$ cat config.mk
export PLATFORM = sky130hd
export DESIGN_NAME = control_sequencer
export DESIGN_NICKNAME = d
export VERILOG_FILES = /design/src/rtl/ctrl_pkg.sv /design/src/rtl/ctrl_decode.sv /design/src/rtl/control_sequencer.sv
export SDC_FILE = /design/constraint.sdc
export NUM_CORES = 1
export LEC_CHECK = 0
export BUFFER_PORTS_ARGS = -buffer_cell sky130_fd_sc_hd__buf_4
export CORE_MARGIN = 2
export CORE_UTILIZATION = 45
export CTS_BUF_LIST = sky130_fd_sc_hd__clkbuf_4 sky130_fd_sc_hd__clkbuf_8
export DETAILED_ROUTE_END_ITERATION = 8
export PLACE_DENSITY = 0.73
export SETUP_SLACK_MARGIN = 0.5
export SLEW_MARGIN = 20
export SYNTH_ARGS = -nofsm -noshare
export SYNTH_HDL_FRONTEND = slang
export SYNTH_HIERARCHICAL = 1
export SYNTH_SLANG_ARGS = --single-unit
$ cat constraint.sdc
create_clock -name clk -period 2.6 [get_ports clk]
set_clock_uncertainty 0.1 [all_clocks]
set_input_delay 0.52 -clock clk [delete_from_list [all_inputs] [get_ports clk]]
set_output_delay 0.52 -clock clk [all_outputs]
set_load 0.02 [all_outputs]
$ cat src/rtl/ctrl_pkg.sv
// Shared encodings for the 4-bit MCU instruction sequencer:
// FSM states, opcodes and control-word bit positions.
package ctrl_pkg;

    typedef enum logic [2:0] {
        S_IDLE    = 3'd0,
        S_FETCH   = 3'd1,
        S_DECODE  = 3'd2,
        S_EXECUTE = 3'd3,
        S_WB      = 3'd4,
        S_HALT    = 3'd5
    } state_t;

    localparam logic [3:0] OP_NOP  = 4'h0;
    localparam logic [3:0] OP_LDI  = 4'h1;
    localparam logic [3:0] OP_ADD  = 4'h2;
    localparam logic [3:0] OP_SUB  = 4'h3;
    localparam logic [3:0] OP_INV  = 4'h4;
    localparam logic [3:0] OP_AND  = 4'h5;
    localparam logic [3:0] OP_OR   = 4'h6;
    localparam logic [3:0] OP_XOR  = 4'h7;
    localparam logic [3:0] OP_ADDA = 4'h8;
    localparam logic [3:0] OP_ADDS = 4'h9;
    localparam logic [3:0] OP_SHL  = 4'hA;
    localparam logic [3:0] OP_SHR  = 4'hB;
    localparam logic [3:0] OP_JMP  = 4'hC;
    localparam logic [3:0] OP_JZ   = 4'hD;
    localparam logic [3:0] OP_STA  = 4'hE;
    localparam logic [3:0] OP_HLT  = 4'hF;

    localparam int B_PC_INC  = 0;
    localparam int B_IR_LOAD = 1;
    localparam int B_MUX_IMM = 2;
    localparam int B_ACC_LD  = 3;
    localparam int B_MEM_WR  = 4;
    localparam int B_SHL     = 5;
    localparam int B_SHR     = 6;
    localparam int B_ADDA    = 7;
    localparam int B_ADDS    = 8;
    localparam int B_ADD     = 9;
    localparam int B_SUB     = 10;
    localparam int B_INV     = 11;
    localparam int B_AND     = 12;
    localparam int B_OR      = 13;
    localparam int B_XOR     = 14;

    // Ops whose result lands in ACC one cycle later, needing WRITEBACK
    function automatic logic needs_wb(input logic [3:0] op);
        return (op >= OP_ADD) && (op <= OP_SHR);
    endfunction

endpackage

$ cat src/rtl/ctrl_decode.sv
// Control-word decoder: pure function of FSM state and opcode,
// so no input port reaches the control outputs combinationally.
module ctrl_decode
    import ctrl_pkg::*;
(
    input  state_t      state,
    input  logic [3:0]  opcode,
    output logic [15:0] control
);

    always_comb begin
        control = '0;
        unique case (state)
            S_FETCH:   control[B_IR_LOAD] = 1'b1;
            S_DECODE:  control[B_PC_INC]  = 1'b1;
            S_WB:      control[B_ACC_LD]  = 1'b1;
            S_EXECUTE: begin
                case (opcode)
                    OP_LDI: begin
                        control[B_MUX_IMM] = 1'b1;
                        control[B_ACC_LD]  = 1'b1;
                    end
                    OP_ADD:  control[B_ADD]    = 1'b1;
                    OP_SUB:  control[B_SUB]    = 1'b1;
                    OP_INV:  control[B_INV]    = 1'b1;
                    OP_AND:  control[B_AND]    = 1'b1;
                    OP_OR:   control[B_OR]     = 1'b1;
                    OP_XOR:  control[B_XOR]    = 1'b1;
                    OP_ADDA: control[B_ADDA]   = 1'b1;
                    OP_ADDS: control[B_ADDS]   = 1'b1;
                    OP_SHL:  control[B_SHL]    = 1'b1;
                    OP_SHR:  control[B_SHR]    = 1'b1;
                    OP_STA:  control[B_MEM_WR] = 1'b1;
                    default: control = '0;
                endcase
            end
            default: control = '0;
        endcase
    end

endmodule

$ cat src/rtl/control_sequencer.sv
// Fetch/decode/execute/writeback sequencer driving the ALU control word.
// Holds the FSM, program counter and instruction register.
module control_sequencer
    import ctrl_pkg::*;
#(
    parameter int ADDR_W = 4
) (
    input  logic              clk,
    input  logic              reset,
    input  logic              run,
    input  logic [7:0]        instr_in,
    input  logic              zero_in,
    output logic [ADDR_W-1:0] pc_out,
    output logic [3:0]        operand_out,
    output logic [15:0]       control,
    output logic              halted
);

    state_t            state, state_n;
    logic [ADDR_W-1:0] pc, pc_n;
    logic [7:0]        ir, ir_n;
    logic [ADDR_W-1:0] target;

    assign target = ADDR_W'(ir[3:0]);

    always_ff @(posedge clk or negedge reset) begin
        if (!reset) begin
            state <= S_IDLE;
            pc    <= '0;
            ir    <= 8'h00;
        end else begin
            state <= state_n;
            pc    <= pc_n;
            ir    <= ir_n;
        end
    end

    always_comb begin
        state_n = state;
        pc_n    = pc;
        ir_n    = ir;
        unique case (state)
            S_IDLE:   if (run) state_n = S_FETCH;
            S_FETCH: begin
                ir_n    = instr_in;
                state_n = S_DECODE;
            end
            S_DECODE: begin
                pc_n    = pc + 1'b1;
                state_n = S_EXECUTE;
            end
            S_EXECUTE: begin
                state_n = S_FETCH;
                if (needs_wb(ir[7:4]))
                    state_n = S_WB;
                else if (ir[7:4] == OP_HLT)
                    state_n = S_HALT;
                else if (ir[7:4] == OP_JMP)
                    pc_n = target;
                else if (ir[7:4] == OP_JZ && zero_in)
                    pc_n = target;
            end
            S_WB:     state_n = S_FETCH;
            S_HALT:   state_n = S_HALT;
            default:  state_n = S_IDLE;
        endcase
    end

    ctrl_decode u_decode (
        .state   (state),
        .opcode  (ir[7:4]),
        .control (control)
    );

    assign pc_out      = pc;
    assign operand_out = ir[3:0];
    assign halted      = (state == S_HALT);

endmodule
Word level (Yosys, flattened, before mapping)
Cells that the tools add are included.

operators by class
  add/sub/neg operators = 1
  $lt $le $gt $ge = 2
  equal/unequal tests = 24
  muxes and demuxes = 26
  reductions and logical operators = 5

operators with widths
  operator               count
  $eq A4 B4 Y1 const B   8
  $pmux W3 S6            1
  $eq A4 B3 Y1 const B   4
  $mux W4                4
  $mux W1                14
  $mux W11               1
  $mux W3                3
  $eq A4 B2 Y1 const B   2
  $pmux W4 S2            1
  $eq A3 B2 Y1 const B   2
  $eq A3 B3 Y1 const B   2
  $ne A2 B2 Y1 const B   3
  $add A4 B1 Y4 const B  1
  $eq A4 B1 Y1 const B   1
  $ge A4 B2 Y1 const B   1
  $le A4 B4 Y1 const B   1
  $reduce_and A4 Y1      1
  $eq A3 B1 Y1 const B   1
  $logic_not A3 Y1       1
  $ne A3 B3 Y1 const B   1
  $logic_and A1 B1 Y1    2
  $mux W2                1
  $pmux W1 S2            1
  $reduce_bool A2 Y1     1

storage, ports and cells
  register bits = 15
  input bits = 12
  output and inout bits = 25
  logic and storage cells = 61

Longest topological paths before layout
  word-level depth = 7
  gate-level depth with buffers = 4
  mapped depth without buffers = 4

By module
The synthesis kept the hierarchy.

modules (own cells, without submodules)
  module             times used  cells each  area an instance (µm²)  seq. area each (µm²)
  control_sequencer  1           75          849.6                   375.4
  ctrl_decode        1           26          180.2                   0.0

Least setup slack after synthesis
No wires, ideal clock.

  path type = register to output
  from = register state[2]
  to = output control[10]
  arrival time = 1.403 ns
  data required time = 1.980 ns
  path slack = 0.577 ns
  stages on the path, launching flop included = 4
  path buffers = 1
  path through = dfrtp_1 -> nand3b_4 -> buf_6 -> nor4_1

between the ends
  word-level cells in the longest chain between the ends = 2

RTL lines
  item                    line                     text
  start, declared         control_sequencer.sv:19  state_t state, state_n;
  start signal, assigned  control_sequencer.sv:32  state <= state_n;
  $eq A3 B2 Y1            ctrl_decode.sv:13        unique case (state)
  $mux W11                ctrl_decode.sv:13
  end, declared           control_sequencer.sv:15  output logic [15:0] control,

No other way between the ends.

Final worst setup path
  from = register state[2]
  to = output control[3]

between the ends
  word-level cells in the longest chain between the ends = 2
  elaborated cells on any way between the ends = 3
  those cells by class = eq/ne (2); mux (1)

RTL lines
  item                                          line
  $eq A3 B2 Y1 or $eq A3 B3 Y1 (tied branches)  ctrl_decode.sv:13
  $pmux W1 S2 (*)                               ctrl_decode.sv:13

Mark *: on every way between the ends. The rest lies on a longest branch, timed or not.

==> impl_results.md <==
- Setup-failing EPs final: 0
- Mean post-synth cell area: 10.2 um^2
- Core area: about 2200 um^2
- Setup TNS: 0 ns
- IO buf count: 35
- CTS tree: built
- Post-layout min period: 2.09 ns
- Vias in the first global route: 811
- Clk root buf: clkbuf_4
- Critical Path AT: ~1.5 ns
- Die ar.: about 2700 um^2
- Hpwl dp: 1670 um
- Async set or reset register ratio after synthesis: 1.00
- Final Power: between 1.5 and 2 mW
- Area growth from synthesis to final layout: 38.9%
- Multi-input combinational cell area: 633 um^2
- Worst setup path category: reg2out
- Number of synthesized flops with an enable pin: 0
- Pre-CTS setup slack: 0.404 ns
- Yosys reg bits: 15
- Met2 WL: approximately 1400 um
- Remaining antenna violation count: 0
- Global Route Usage Sum: 0.193
- Num rows: 17
- Post-layout util: 0.653
- Cells after synthesis: 101
- Worst setup margin: 0.510 ns
- Clock latency on the worst-skew pair: 0.30 ns
- Critical Path Start: state[2]
- Post-route design area: 1430 um^2
- Total CTS buffers: 3
- Period utilisation layout: 0.804
- Final Hold Vio Count: 0
- Critical Path RT: 1.98 ns
- Unrepaired setup endpoints after global routing: true
- Num Clock Sinks: 15
- Chip height: a little over 50 um
- Placed instance area: 1260 um^2
- Routability Congestion: about 0.83
- Fin Hold WS: between 0.3 and 0.4 ns
- Status: finished clean
- Routed vias: 969
- Prevailing post-synth register cell: dfrtp_1
- Max Cap Violations: 0
- First-pass GRT wire length: 3770 um
- Yosys warns: 6
- Initial drt markers: 13
- Pins over their slew limit: 0
- Sequential cell area: 383 um^2
- Post-Layout Cell Count: between 150 and 200
- Io pins: 37
- Static Leak: about 0.65 nW
- Post-synth cell types: 40
- Diodes inserted: 0
- Hold_sp: instr_in[3]
- Crit end category: output port
- Cell Area, Synth: ~1000 um^2
- Worst vdd ir: 0.000823 V
- Initial Util: 0.470
- Post-synthesis sequential area ratio: 0.365
- Layout cell share with drive strength beyond 1: 0.524
- H-tree levels: 1
- Power per Cell Area: roughly 1300 nW/um^2
- Met3 WL: 120 um
- Routed WL per cell: about 15 um
- Largest net degree at the start of global routing: 16
- Initial antenna violation count: 0
- CP startpoint kind: flop
- Nets: approximately 160
- Post-DR vias/cell: 5.67
- Cell Count Post-Placement: 155
- CP max FO: 7
- DRC Markers: 0
- Top layer in use: met4
- Fill cell count: 184
- Reg2reg start: state[1]
- Syn_nets: 114
- Clock-pin slew on the worst setup and hold paths: approximately 0.1 ns
- Worst min path class: in2reg
- Chip Width: roughly 52 um
- 1st-pass router iterations: 4
- Deepest clock path buffer count: 2
- Total grt overflow: 0
- Total wire length: 2630 um
- F_max: 0.478 GHz
- Post-Route M1 WL: around 1100 um
## path summary, 6_finish.rpt
check / cells past startpoint / slack, ns / to
worst max-delay path: 3 / 0.51 / control[3]
worst min-delay path: 2 / 0.35 / ir[3]
worst max register to register: 5 / 0.66 / ir[6]
worst min register to register: 1 / 0.45 / ir[0]
max in group asynchronous: 2 / 1.69 / state[2]
min in group asynchronous: 2 / 0.50 / pc_out[2]
## cell usage in the layout (no fill, tap or decap), drive strengths merged, types with 2 or more instances in the layout
master / instances
buf: 45
dfrtp: 15
mux2: 8
nor3: 8
nand2: 6
nor4: 5
nand2b: 5
nor2b: 4
nor3b: 4
or4: 3
nor2: 3
a21oi: 3
clkbuf: 3
nand3b: 3
o21ai: 2
mux2i: 2
nand3: 2
o211ai: 2
## layout make-up
| type | instances | share of cell area |
|---|---|---|
| Clock inverter | 1 | 0.00350 |
| Sequential cell | 15 | 0.268 |
| Inverter | 1 | 0.00262 |
| Tap cell | 28 | 0.0245 |
| Clock buffer | 3 | 0.0157 |
| Timing Repair Buffer | 46 | 0.243 |
| Multi-Input combinational cell | 77 | 0.443 |
## state kept, by name (all words and copies together) (netlist names)
| signal | flops |
|---|---|
| ir | 8 |
| pc_out | 4 |
| state | 3 |
## logic make-up (layout without fill, tap and decap cells)
family                   after synthesis  in the layout  share of synthesized area
AO/OA/AOI/OAI                         14             14                     0.0984
XOR/XNOR                               1              1                    0.00851
other                                  1              1                    0.00364
multiplexers                          10             10                      0.107
flip-flops                            15             15                      0.365
adder cells (fa/ha/maj)                1              1                     0.0121
AND/OR/NAND/NOR                       49             50                      0.340
buffers and inverters                 10             51                     0.0656
## metal layers
layer,up-vias,track usage
met5,-,0
met4,0,0.0789
met3,5,0.0374
met2,33,0.319
met1,468,0.245
li1,463,-
## cells in the mapped netlist (2+ instances only)
cell	instances	share of area
a21oi_1	3	0.015
buf_2	3	0.015
buf_4	5	0.036
dfrtp_1	15	0.36
mux2_2	8	0.087
mux2i_1	2	0.019
nand2_1	6	0.022
nand2b_1	4	0.024
nand3_1	2	0.0097
nand3b_4	2	0.039
nor2_1	3	0.011
nor2b_1	4	0.024
nor3_1	7	0.034
nor3b_1	4	0.029
nor4_1	4	0.024
o211ai_1	2	0.015
o21ai_0	2	0.0097
or4_1	3	0.022
## power breakdown
| group | switching, mW | internal, mW | leakage [nW] |
|---|---|---|---|
| registers | 0.200 | 0.358 | 0.170 |
| clock network | 0.0870 | 0.0573 | 0.0177 |
| logic | 0.551 | 0.541 | 0.464 |
## what timing repair did
item	CTS	global route
cloned	0	1
endpoints found under the setup margin	14	9
hold buffers	1	0
hold endpoints to repair	15	0
pin swaps	0	0
gates resized for setup	8	4
buffers inserted	7	3
## worst max-delay path: stages, from the launching register on
cell and delay, ns:
dfrtp_2 0.45, nand3b_4 0.23, o41ai_4 0.31, buf_4 0.19
Note: power is estimated with default switching activity, not from simulation.
